<file path="src/rtl/rom_loader_pkg.sv">
// Shared types, per-game region tables and helpers for the table-driven ROM loader.
package rom_loader_pkg;

    typedef enum logic [1:0] {
        ST_IDLE  = 2'd0,
        ST_LOAD  = 2'd1,
        ST_DRAIN = 2'd2,
        ST_DONE  = 2'd3
    } ld_state_e;

    localparam int TBL_NREG = 9;
    localparam int TBL_AW   = 26;

    localparam int R_68K      = 0;
    localparam int R_Z80      = 1;
    localparam int R_TILES    = 2;
    localparam int R_SPRITES  = 3;
    localparam int R_007232   = 4;
    localparam int R_THEME    = 5;
    localparam int R_PROM1    = 6;
    localparam int R_PROM2    = 7;
    localparam int R_UPD7759C = 8;

    // Packed tables, region 8 in the MSBs down to region 0 in the LSBs.
    localparam logic [TBL_NREG*TBL_AW-1:0] TMNT_REG_BASE = {
        26'h0408200, 26'h0408100, 26'h0408000, 26'h0388000, 26'h0368000,
        26'h0168000, 26'h0068000, 26'h0060000, 26'h0000000
    };
    localparam logic [TBL_NREG*TBL_AW-1:0] TMNT_REG_SIZE = {
        26'h0020000, 26'h0000100, 26'h0000100, 26'h0080000, 26'h0020000,
        26'h0200000, 26'h0100000, 26'h0008000, 26'h0060000
    };
    localparam logic [TBL_NREG-1:0] TMNT_REG_SWAP = 9'b0_0000_0001;

    // MIA has no theme or UPD7759C ROM; those regions sit at the top of the address space.
    localparam logic [TBL_NREG*TBL_AW-1:0] MIA_REG_BASE = {
        26'h3FFFFFC, 26'h01A8100, 26'h01A8000, 26'h3FFFFFE, 26'h0188000,
        26'h0088000, 26'h0048000, 26'h0040000, 26'h0000000
    };
    localparam logic [TBL_NREG*TBL_AW-1:0] MIA_REG_SIZE = {
        26'h0000002, 26'h0000100, 26'h0000100, 26'h0000002, 26'h0020000,
        26'h0100000, 26'h0040000, 26'h0008000, 26'h0040000
    };
    localparam logic [TBL_NREG-1:0] MIA_REG_SWAP = 9'b0_0000_0001;

    function automatic logic [15:0] swap16(input logic [15:0] d);
        return {d[7:0], d[15:8]};
    endfunction

endpackage

</file>
<file path="src/rtl/rom_loader_gen_if.sv">
// Write-side bus between the loader and the SDRAM/BRAM writers.
interface rom_loader_gen_if #(
    parameter int NREG = 9,
    parameter int AW   = 26
) ();
    logic            wr_req;
    logic            wr_ack;
    logic [NREG-1:0] wr_sel;
    logic [AW-1:0]   wr_addr;
    logic [15:0]     wr_data;

    modport master (output wr_req, output wr_sel, output wr_addr, output wr_data, input wr_ack);
    modport slave  (input wr_req, input wr_sel, input wr_addr, input wr_data, output wr_ack);
endinterface

</file>
<file path="src/rtl/rom_wr_fifo.sv">
// Small synchronous write buffer; storage is not reset, only pointers and count.
module rom_wr_fifo #(
    parameter int W     = 8,
    parameter int DEPTH = 4,
    parameter int CW    = $clog2(DEPTH) + 1
) (
    input  logic          clk_sys,
    input  logic          nreset,
    input  logic          push,
    input  logic          pop,
    input  logic [W-1:0]  din,
    output logic [W-1:0]  dout,
    output logic [CW-1:0] count,
    output logic          full,
    output logic          empty
);
    localparam int PW = $clog2(DEPTH);

    logic [W-1:0]  mem [DEPTH];
    logic [PW-1:0] wp, rp;
    logic [CW-1:0] cnt;

    always_ff @(posedge clk_sys or negedge nreset) begin
        if (!nreset) begin
            wp  <= '0;
            rp  <= '0;
            cnt <= '0;
        end else begin
            if (push) wp <= wp + 1'b1;
            if (pop)  rp <= rp + 1'b1;
            cnt <= cnt + CW'(push) - CW'(pop);
        end
    end

    always_ff @(posedge clk_sys) begin
        if (push) mem[wp] <= din;
    end

    assign dout  = mem[rp];
    assign count = cnt;
    assign full  = (cnt == CW'(DEPTH));
    assign empty = (cnt == '0);

    a_no_overflow:  assert property (@(posedge clk_sys) disable iff (!nreset) !(push && full && !pop));
    a_no_underflow: assert property (@(posedge clk_sys) disable iff (!nreset) !(pop && empty));

endmodule

</file>
<file path="src/rtl/rom_loader_gen.sv">
// Decodes the hps_io ioctl download stream into NREG ROM regions and queues the writes.
module rom_loader_gen
    import rom_loader_pkg::*;
#(
    parameter int                 NREG       = 9,
    parameter int                 AW         = 26,
    parameter logic [NREG*AW-1:0] REG_BASE   = '0,
    parameter logic [NREG*AW-1:0] REG_SIZE   = '0,
    parameter logic [NREG-1:0]    REG_SWAP   = '0,
    parameter int                 FIFO_DEPTH = 4
) (
    input  logic              clk_sys,
    input  logic              nreset,
    input  logic              load_en,
    input  logic [AW-1:0]     ioctl_addr,
    input  logic [15:0]       ioctl_dout,
    input  logic              ioctl_wr,
    output logic              ioctl_wait,
    rom_loader_gen_if.master  wr,
    output logic              busy,
    output logic              done,
    output logic              err_unmapped,
    output logic [NREG-1:0]   region_done
);
    localparam int FW = NREG + AW + 16;
    localparam int CW = $clog2(FIFO_DEPTH) + 1;

    function automatic logic [AW-1:0] base_of(input int i);
        return REG_BASE[i*AW +: AW];
    endfunction

    function automatic logic [AW-1:0] size_of(input int i);
        return REG_SIZE[i*AW +: AW];
    endfunction

    // One extra bit so base+size cannot wrap at the top of the address space.
    function automatic logic in_region(input int i, input logic [AW-1:0] a);
        logic [AW:0] lo, hi;
        lo = {1'b0, base_of(i)};
        hi = lo + {1'b0, size_of(i)};
        return ({1'b0, a} >= lo) && ({1'b0, a} < hi);
    endfunction

    ld_state_e       state, state_n;
    logic            load_en_q, clr_flags;
    logic            acc_p0, hit_p0;
    logic [NREG-1:0] sel_p0;
    logic [AW-1:0]   addr_p0;
    logic [15:0]     data_p0;
    logic            vld_p1;
    logic [NREG-1:0] sel_p1;
    logic [AW-1:0]   addr_p1;
    logic [15:0]     data_p1;
    logic            fifo_pop, fifo_full, fifo_empty, wait_n;
    logic [CW-1:0]   fifo_count;
    logic [FW-1:0]   fifo_head;
    logic [NREG-1:0] head_sel, rd_set;
    logic [AW-1:0]   head_addr;
    logic [15:0]     head_data;

    // p0: accept and region decode; descending scan so the lowest index wins.
    assign acc_p0 = ioctl_wr && load_en && (state == ST_LOAD) && !ioctl_wait;

    always_comb begin
        hit_p0  = 1'b0;
        sel_p0  = '0;
        addr_p0 = '0;
        data_p0 = ioctl_dout;
        for (int i = NREG - 1; i >= 0; i--) begin
            if (in_region(i, ioctl_addr)) begin
                hit_p0    = 1'b1;
                sel_p0    = '0;
                sel_p0[i] = 1'b1;
                addr_p0   = (ioctl_addr - base_of(i)) >> 1;
                data_p0   = REG_SWAP[i] ? swap16(ioctl_dout) : ioctl_dout;
            end
        end
    end

    // p1: decoded write, pushed into the buffer on the following edge.
    always_ff @(posedge clk_sys or negedge nreset) begin
        if (!nreset) vld_p1 <= 1'b0;
        else         vld_p1 <= acc_p0 && hit_p0;
    end

    always_ff @(posedge clk_sys) begin
        if (acc_p0) begin
            sel_p1  <= sel_p0;
            addr_p1 <= addr_p0;
            data_p1 <= data_p0;
        end
    end

    rom_wr_fifo #(.W(FW), .DEPTH(FIFO_DEPTH), .CW(CW)) u_fifo (
        .clk_sys (clk_sys),
        .nreset  (nreset),
        .push    (vld_p1),
        .pop     (fifo_pop),
        .din     ({sel_p1, addr_p1, data_p1}),
        .dout    (fifo_head),
        .count   (fifo_count),
        .full    (fifo_full),
        .empty   (fifo_empty)
    );

    assign {head_sel, head_addr, head_data} = fifo_head;
    assign fifo_pop   = !fifo_empty && wr.wr_ack;
    assign wr.wr_req  = !fifo_empty;
    assign wr.wr_sel  = fifo_empty ? '0 : head_sel;
    assign wr.wr_addr = fifo_empty ? '0 : head_addr;
    assign wr.wr_data = fifo_empty ? '0 : head_data;

    always_comb begin
        state_n   = state;
        clr_flags = 1'b0;
        case (state)
            ST_IDLE, ST_DONE: begin
                if (load_en && !load_en_q) begin
                    state_n   = ST_LOAD;
                    clr_flags = 1'b1;
                end
            end
            ST_LOAD: begin
                if (!load_en) state_n = ST_DRAIN;
            end
            ST_DRAIN: begin
                if (fifo_empty && !vld_p1) begin
                    if (load_en) begin
                        state_n   = ST_LOAD;
                        clr_flags = 1'b1;
                    end else begin
                        state_n = ST_DONE;
                    end
                end
            end
            default: state_n = ST_IDLE;
        endcase
    end

    // Wait looks at next-cycle occupancy, keeping one slot free for the write still in decode.
    always_comb begin
        wait_n = (state_n == ST_DRAIN) ||
                 ((int'(fifo_count) + int'(vld_p1) - int'(fifo_pop) + int'(acc_p0 && hit_p0))
                  >= FIFO_DEPTH - 1);
        rd_set = '0;
        for (int i = 0; i < NREG; i++) begin
            if (fifo_pop && head_sel[i] && (head_addr == AW'((size_of(i) >> 1) - 1'b1)))
                rd_set[i] = 1'b1;
        end
    end

    always_ff @(posedge clk_sys or negedge nreset) begin
        if (!nreset) begin
            state        <= ST_IDLE;
            load_en_q    <= 1'b0;
            ioctl_wait   <= 1'b0;
            err_unmapped <= 1'b0;
            region_done  <= '0;
        end else begin
            state      <= state_n;
            load_en_q  <= load_en;
            ioctl_wait <= wait_n;
            if (clr_flags) begin
                err_unmapped <= 1'b0;
                region_done  <= '0;
            end else begin
                if (acc_p0 && !hit_p0) err_unmapped <= 1'b1;
                region_done <= region_done | rd_set;
            end
        end
    end

    assign busy = (state == ST_LOAD) || (state == ST_DRAIN);
    assign done = (state == ST_DONE);

endmodule

</file>
<file path="src/flat_wrapper.sv">
// flat-port wrapper written by rule: the top's interface ports become plain ports
module rom_loader_gen_flat import rom_loader_pkg::*;
#(
    parameter int                 NREG       = 9,
    parameter int                 AW         = 26,
    parameter logic [NREG*AW-1:0] REG_BASE   = '0,
    parameter logic [NREG*AW-1:0] REG_SIZE   = '0,
    parameter logic [NREG-1:0]    REG_SWAP   = '0,
    parameter int                 FIFO_DEPTH = 4
)
  (clk_sys, nreset, load_en, ioctl_addr, ioctl_dout, ioctl_wr, ioctl_wait, busy, done, err_unmapped, region_done, wr_wr_req, wr_wr_sel, wr_wr_addr, wr_wr_data, wr_wr_ack);
  rom_loader_gen_if #(.NREG(NREG), .AW(AW)) wr_i ();
  input  logic clk_sys;
  input  logic nreset;
  input  logic load_en;
  input  logic [AW-1:0] ioctl_addr;
  input  logic [15:0] ioctl_dout;
  input  logic ioctl_wr;
  output logic ioctl_wait;
  output logic busy;
  output logic done;
  output logic err_unmapped;
  output logic [NREG-1:0] region_done;
  output wire logic [$bits(wr_i.wr_req)-1:0] wr_wr_req;
  output wire logic [$bits(wr_i.wr_sel)-1:0] wr_wr_sel;
  output wire logic [$bits(wr_i.wr_addr)-1:0] wr_wr_addr;
  output wire logic [$bits(wr_i.wr_data)-1:0] wr_wr_data;
  input wire logic [$bits(wr_i.wr_ack)-1:0] wr_wr_ack;
  assign wr_wr_req = wr_i.wr_req;
  assign wr_wr_sel = wr_i.wr_sel;
  assign wr_wr_addr = wr_i.wr_addr;
  assign wr_wr_data = wr_i.wr_data;
  assign wr_i.wr_ack = wr_wr_ack;
  rom_loader_gen #(.NREG(NREG), .AW(AW), .REG_BASE(REG_BASE), .REG_SIZE(REG_SIZE), .REG_SWAP(REG_SWAP), .FIFO_DEPTH(FIFO_DEPTH)) u_core (.clk_sys(clk_sys), .nreset(nreset), .load_en(load_en), .ioctl_addr(ioctl_addr), .ioctl_dout(ioctl_dout), .ioctl_wr(ioctl_wr), .ioctl_wait(ioctl_wait), .wr(wr_i), .busy(busy), .done(done), .err_unmapped(err_unmapped), .region_done(region_done));
endmodule
</file>
<file path="config.mk">
export PLATFORM = sky130hd
export DESIGN_NAME = rom_loader_gen_flat
export DESIGN_NICKNAME = d
export VERILOG_FILES = /design/src/rtl/rom_loader_pkg.sv /design/src/rtl/rom_loader_gen_if.sv /design/src/rtl/rom_wr_fifo.sv /design/src/rtl/rom_loader_gen.sv /design/src/flat_wrapper.sv
export SDC_FILE = /design/constraint.sdc
export NUM_CORES = 1
export LEC_CHECK = 0
export CAP_MARGIN = 40
export CORE_MARGIN = 8
export CORE_UTILIZATION = 29
export CTS_CLUSTER_DIAMETER = 150
export CTS_CLUSTER_SIZE = 28
export DETAILED_ROUTE_END_ITERATION = 7
export HOLD_SLACK_MARGIN = 0.12
export PLACE_DENSITY = 0.95
export SLEW_MARGIN = 20
export SYNTH_ARGS = -nofsm -noshare
export SYNTH_HDL_FRONTEND = slang
export SYNTH_SLANG_ARGS = --single-unit
</file>
<file path="constraint.sdc">
create_clock -name clk_sys -period 5 [get_ports clk_sys]
set_clock_uncertainty 0.1 [all_clocks]
set_input_delay 1 -clock clk_sys [delete_from_list [all_inputs] [get_ports clk_sys]]
set_output_delay 1 -clock clk_sys [all_outputs]
set_load 0.005 [all_outputs]
</file>
==> results.md, run 1 <==
* Clk buf depth at 2
* CP Capture Type: output pin
* Reg2reg end: u_core.ioctl_wait
* DRC viols at 0
* Worst-skew pair later-pin latency at 0.25 ns
* Worst reg2reg path startpoint: u_core.u_fifo.count[1]
* Largest net degree at the start of global routing at 9
* Number of hold buffers added after cts at 0
* Sequential fraction of the synthesis area at 21.56%
* Setup bufs post-CTS at 0
* Critical path launch point: u_core.state[0]
* Post-route ant nets at 0
* Worst hold path class: register to register
* DR WL/cell at 10.01 um
* GRT Total Usage at 5.912%
* Final number of setup-violating endpoints at 0
* Post-synthesis cell count at 109
* Final period util at 55.79%
* Die area at 0.005268 mm2
* Drt total wl at 1.642 mm
* Placed Area at 844.6 um2
* Layout area overhead at -6.604%
* DP Worst Slack at 2.385 ns
* First-pass GRT wire length at 2.442 mm
* Vias per std cell at 3.244
* Post-synth EDFFs at 0
* Design Area, Final at 867.1 um2
* CTS Root Cell: clkbuf_4
* Max-cap violations at 0
* Final min period at 2.790 ns
* Outcome: complete, no violations
* Initial DRC Count at 27
* RSZ-0062 raised after global routing: no
* Layout Cells excl Fill at 164
* Critical path fanouts, max at 5
* Crit path to: busy
* Global route total overflow at 0
* Initial antenna violation count at 0
* Syn Area/Cell at 8.517 um2
* #FFs+latches synth at 8
* Die H at 72.58 um
* I/O Pins at 112
* Dpl hpwl at 1.480 mm
* Worst-path clk slew at 0.05 ns
* Placed Cells incl. Taps at 161
* CTS tree: done
* Final Hold Viols at 0
* Final #Nets at 174
* R2r setup slk at 2.97 ns
* P_leak at 0.4763 nW
* Share of layout cells above drive strength 1 at 5.833%
* Core area at 0.003053 mm2
* Die width at 72.58 um
* Clock sink count at 8
* Async S/R FF share, synth at 100.0%
* Starting Density at 30.41%
* Critical path arrival at 1.69 ns
* Row cnt at 20
* H-tree depth at 1
* Synth Cell Area at 928.4 um2
* Placer Congestion at 0.7991
* Yosys warns at 0
* # resized after CTS at 0
* Number of antenna diodes at 0
* Ys flop type: dfrtp_1
* Critical path required time at 3.90 ns
* Detailed-route via count at 532
* Final Slew Violations at 0
* Setup WS post-layout at 2.210 ns
* I/O Buffers at 9
* Vias in the first global route at 583
* Startpoint types: register
* Fillcell total at 340
* Fmax at 358.5 MHz
* Pwr dens at 492.5 mW/mm2
* Distinct cells, synth at 24
* Cells on worst reg2reg path at 8
* Utilization after layout at 28.40%
* CTS Buf Count at 3
* First-pass DRT Iterations at 4
* Maximum vdd drop at 86.94 uV
* Worst Path Class, Setup: register to output pin
* Sum Neg Setup Slack at 0 ns
[metal layers]
metal / track usage (%) / vias up / wire, um / share of wire [%]
met1: 4.524 / 242 / 500 / 30
met5: 0 / - / 0 / 0
met2: 11.73 / 40 / 872 / 53
li1: - / 246 / - / -
met4: 6.000 / 0 / 55 / 3.3
met3: 0.9615 / 4 / 213 / 13
[cells in the final DEF, fill, tap and decap left out, drive strengths merged]
cell type       n
clkbuf          3
nor2            2
nor3            1
xnor2           1
nand2b          2
conb           60
a32o            1
ha              5
o31ai           1
nand2           3
o21bai          2
clkdlybuf4s50   9
xor2            1
inv             8
dfrtp           8
and2            1
o22ai           1
o21ai           3
nor2b           1
a221oi          1
nor4            1
mux2i           1
a21oi           4
[through the flow]
step	power (mW)	hold slack [ns]
6_report	0.4270	0.4395
4_1_cts	0.4290	0.4513
3_3_place_gp	0.3641	0.4219
3_5_place_dp	0.3792	0.4422
2_1_floorplan	0.3234	0.4054
5_1_grt	0.4676	0.4810
[registers in the layout, indices dropped and copies added, names as in the netlist]
signal               cells
u_core.err_unmapped      1
u_core.ioctl_wait        1
u_core.load_en_q         1
u_core.state             2
u_core.u_fifo.count      3
[how the worst min path moves through the flow]
stage | from | end | slack (ns) | cells after the start
after floorplan | u_core.err_unmapped | u_core.err_unmapped | 0.41 | 2
after global placement | u_core.err_unmapped | u_core.err_unmapped | 0.42 | 2
after detailed placement | u_core.err_unmapped | u_core.err_unmapped | 0.44 | 2
after CTS | u_core.err_unmapped | u_core.err_unmapped | 0.45 | 2
after global routing | u_core.err_unmapped | u_core.err_unmapped | 0.48 | 2
final | u_core.err_unmapped | u_core.err_unmapped | 0.44 | 2
[synth_stat cells (all sizes together), types with 2 or more instances]
cell type,number,area (um2)
nor2,2,7.510
a21oi,4,20.02
ha,5,62.56
inv,8,30.03
o21ai,3,15.01
dfrtp,8,200.2
buf,60,450.4
o21bai,2,15.01
nand2,3,11.26
nand2b,2,12.51
[final cells by class]
class,instances,area (um2),area share [%]
Clock buffer,3,22.52,2.597
Multi-Input combinational cell,92,469.2,54.11
Timing Repair Buffer,9,90.09,10.39
Tap cell,44,55.05,6.349
Sequential cell,8,200.2,23.09
Inverter,8,30.03,3.463
[report_power, final]
| part | switching [mW] | internal [mW] |
|---|---|---|
| Combinational | 0.128 | 0.120 |
| Sequential | 0.0364 | 0.0964 |
| Clock | 0.0193 | 0.0273 |
| Total | 0.184 | 0.243 |
[critical path: stages, from the launching register on]
cell	delay [ns]
dfrtp_1	0.42
inv_1	0.06
ha_1	0.35
inv_1	0.11
clkdlybuf4s50_1	0.50
[cells by family after synthesis]
family | count (synthesis) | share of synthesized area, %
DFF | 8 | 21.56
buffers and inverters | 68 | 51.75
and+or+nand+nor | 11 | 6.470
muxes | 1 | 1.078
adders and majority gates | 5 | 6.739
AOI/OAI and AO/OA | 13 | 10.11
other | 1 | 0.4039
xor gates and xnor gates | 2 | 1.887
(Power assumes the default switching activity.)
==> run 2, diff against run 1 <==
- CORE_UTILIZATION: 29 -> 24
- PLACE_DENSITY: 0.95 -> 0.86
- clock period: 5 -> 2.2 ns (I/O delays scaled with it)
==> run 2 against run 1 <==
Compared with the run above:
- non-clock buffer count is 1 higher
- clock power grew to 3.7 times the previous value
- critical endpoint unchanged
- core utilization is 3.7 points lower
- hold slack worse by 0.053 ns
- clock-buffer cell count stayed put
- critical path depth stayed put
- sequential share of layout area is 1.1 points lower
==> results.md, run 2 (synthesis results as in run 1) <==
* Commonest non-fill, non-tap cells in the layout: conb_1, clkdlybuf4s50_1, dfrtp_1
* Placer Congestion at 0.7231 (-9.5%)
* Core area at 0.003689 mm2 (+21%)
* Top delay family on crit path: buffers and inverters
* Starting Density at 25.17% (-5.2 points)
* Layout Cells excl Fill at 169 (+3.0%)
* Drt total wl at 1.636 mm (-0.37%)
* Clock sink count at 8 (unchanged)
* Final Hold Viols at 0 (unchanged)
* Final min period at 2.055 ns
* Setup WS post-layout at 0.1447 ns (-2.066 ns)
* CP Capture Type: output pin
* Largest register FFs at 3 (unchanged)
* I/O Buffers at 9 (unchanged)
* Critical path fanouts, max at 5 (unchanged)
* GRT Total Usage at 4.932% (-0.98 points)
* Maximum vdd drop at 390.7 uV (+350%)
* Sum Neg Setup Slack at 0 ns (unchanged)
* Critical path required time at 1.66 ns (-2.24 ns)
* Max-cap violations at 0 (unchanged)
* Global route total overflow at 0 (unchanged)
* Die H at 78.20 um (+7.7%)
* Worst hold path class: primary input to asynchronous set/reset pin
* Die width at 78.20 um (+7.7%)
* Internal power at 0.6481 mW (+170%)
* Crit-path cells: inv_1, ha_4, inv_1, clkdlybuf4s50_1
* Largest net degree at the start of global routing at 9 (unchanged)
* Final #Nets at 175 (+0.57%)
* Commonest non-fill, non-tap cell in the layout: conb_1
* Worst Path Class, Setup: register to output pin
* DP Worst Slack at 0.1523 ns (-2.232 ns)
* First-pass DRT Iterations at 4 (unchanged)
* Slowest CP cell: clkdlybuf4s50_1
* First-pass GRT wire length at 2.456 mm (+0.57%)
* Switching power at 0.4310 mW (+130%)
* Startpoint types: register
* Worst-path clk slew at 0.04 ns (about the same)
* H-tree depth at 1 (unchanged)
* Seq pwr share at 27.1% (-4.0 points)
* Fmax at 486.5 MHz
* Post-route ant nets at 0 (unchanged)
* Vias per std cell at 3.148 (-3.0%)
* Initial antenna violation count at 0 (unchanged)
* Detailed-route via count at 532 (unchanged)
* I/O Pins at 112 (unchanged)
* Final number of setup-violating endpoints at 0 (unchanged)
* P_leak at 0.4891 nW (+2.7%)
* CTS Buf Count at 3 (unchanged)
* DR WL/cell at 9.680 um (-3.3%)
* Worst-skew pair later-pin latency at 0.23 ns (-0.02 ns)
* Critical path arrival at 1.52 ns (-0.17 ns)
* Outcome: complete, no violations
* RSZ-0062 raised after global routing: no
* Switching Share at 39.94% (-3.1 points)
* Pwr dens at 1185 mW/mm2 (+140%)
* CTS Root Cell: clkbuf_8
* Final period util at 93.42%
* Clk buf depth at 2 (unchanged)
* Crit-path max cell delay at 0.51 ns (about the same)
* Clock power share at 15.8% (+4.9 points)
* Vias in the first global route at 546 (-6.3%)
* Placed Cells incl. Taps at 165 (+2.5%)
* Die area at 0.006114 mm2 (+16%)
* Most used cell, CP: inv_1
* Combinational share of power at 57.1% (-0.9 points)
* Final Slew Violations at 0 (unchanged)
* Initial DRC Count at 2 (-93%)
* Number of antenna diodes at 0 (unchanged)
* Layout area overhead at -1.887%
* Utilization after layout at 24.69% (-3.7 points)
* Row cnt at 22 (+10%)
* CP Buf/Inv Count at 3 (unchanged)
* DRC viols at 0 (unchanged)
* Share of layout cells above drive strength 1 at 7.438% (+1.6 points)
* Dpl hpwl at 1.460 mm (-1.3%)
* CTS tree: done
## run 2: routing by layer
metal  vias to the layer above  wire, um  global-route usage, %
met1                       237       529                  4.494
met4                         0        26                  2.778
met5                         -         0                      0
li1                        250         -                      -
met3                         3       254                  2.733
met2                        42       826                  8.534
## run 2: stage by stage
| step | power (mW) | cell area [um2] | hold WS (ns) |
|---|---|---|---|
| floorplan | 0.7350 | 1150 | 0.04441 |
| global placement | 0.8340 | 849.6 | 0.4120 |
| detailed placement | 0.8563 | 849.6 | 0.4322 |
| CTS | 1.052 | 898.4 | 0.3969 |
| global route | 1.190 | 910.9 | 0.4221 |
| finish | 1.079 | 910.9 | 0.3865 |
## run 2: cell type report
class | count | area, um2
Sequential cell | 8 | 200.2
Clock buffer | 3 | 41.29
Timing Repair Buffer | 10 | 97.59
Multi-Input combinational cell | 92 | 481.7
Tap cell | 48 | 60.06
Fill cell | 410 | 2778
Inverter | 8 | 30.03
## run 2: path summary, 6_finish.rpt
path                       slack, ns  depth (start not counted)              startpoint                     end
max                             0.14                          4         u_core.state[0]                    busy
min                             0.39                          1                  nreset  u_core.u_fifo.count[1]
max reg2reg                     0.22                          8  u_core.u_fifo.count[1]       u_core.ioctl_wait
min reg2reg                     0.43                          2     u_core.err_unmapped     u_core.err_unmapped
max in group asynchronous       1.35                          1                  nreset     u_core.err_unmapped
min in group clk_sys            0.43                          2     u_core.err_unmapped     u_core.err_unmapped
## run 2: power groups by stage
stage                     sequential (mW)  combinational [mW]  clock [mW]
after floorplan                     0.283               0.451           0
after global placement              0.293               0.541           0
after detailed placement            0.297               0.560           0
after CTS                           0.289               0.585       0.177
after global routing                0.300               0.699       0.190
final                               0.293               0.616       0.170
## run 2: repair_timing
item,4_1_cts,5_1_grt
resized for setup,0,1
setup buffers,1,0
pin swaps,0,0
hold buffers,0,0
endpoints found under the setup margin,1,1
## run 2: worst register-to-register path: stages, from the launching register on
cell and delay, ns:
dfrtp_1 0.44, nor3_2 0.25, inv_2 0.07, and2_1 0.18, ha_1 0.29, inv_1 0.05
a32o_1 0.23, a21oi_1 0.15, o31ai_2 0.09
==> run 3, diff against run 2 <==
- HOLD_SLACK_MARGIN: 0.12 -> not set
==> results of run 3 <==
No change in the layout: final DEF, timing and power equal those of run 2.
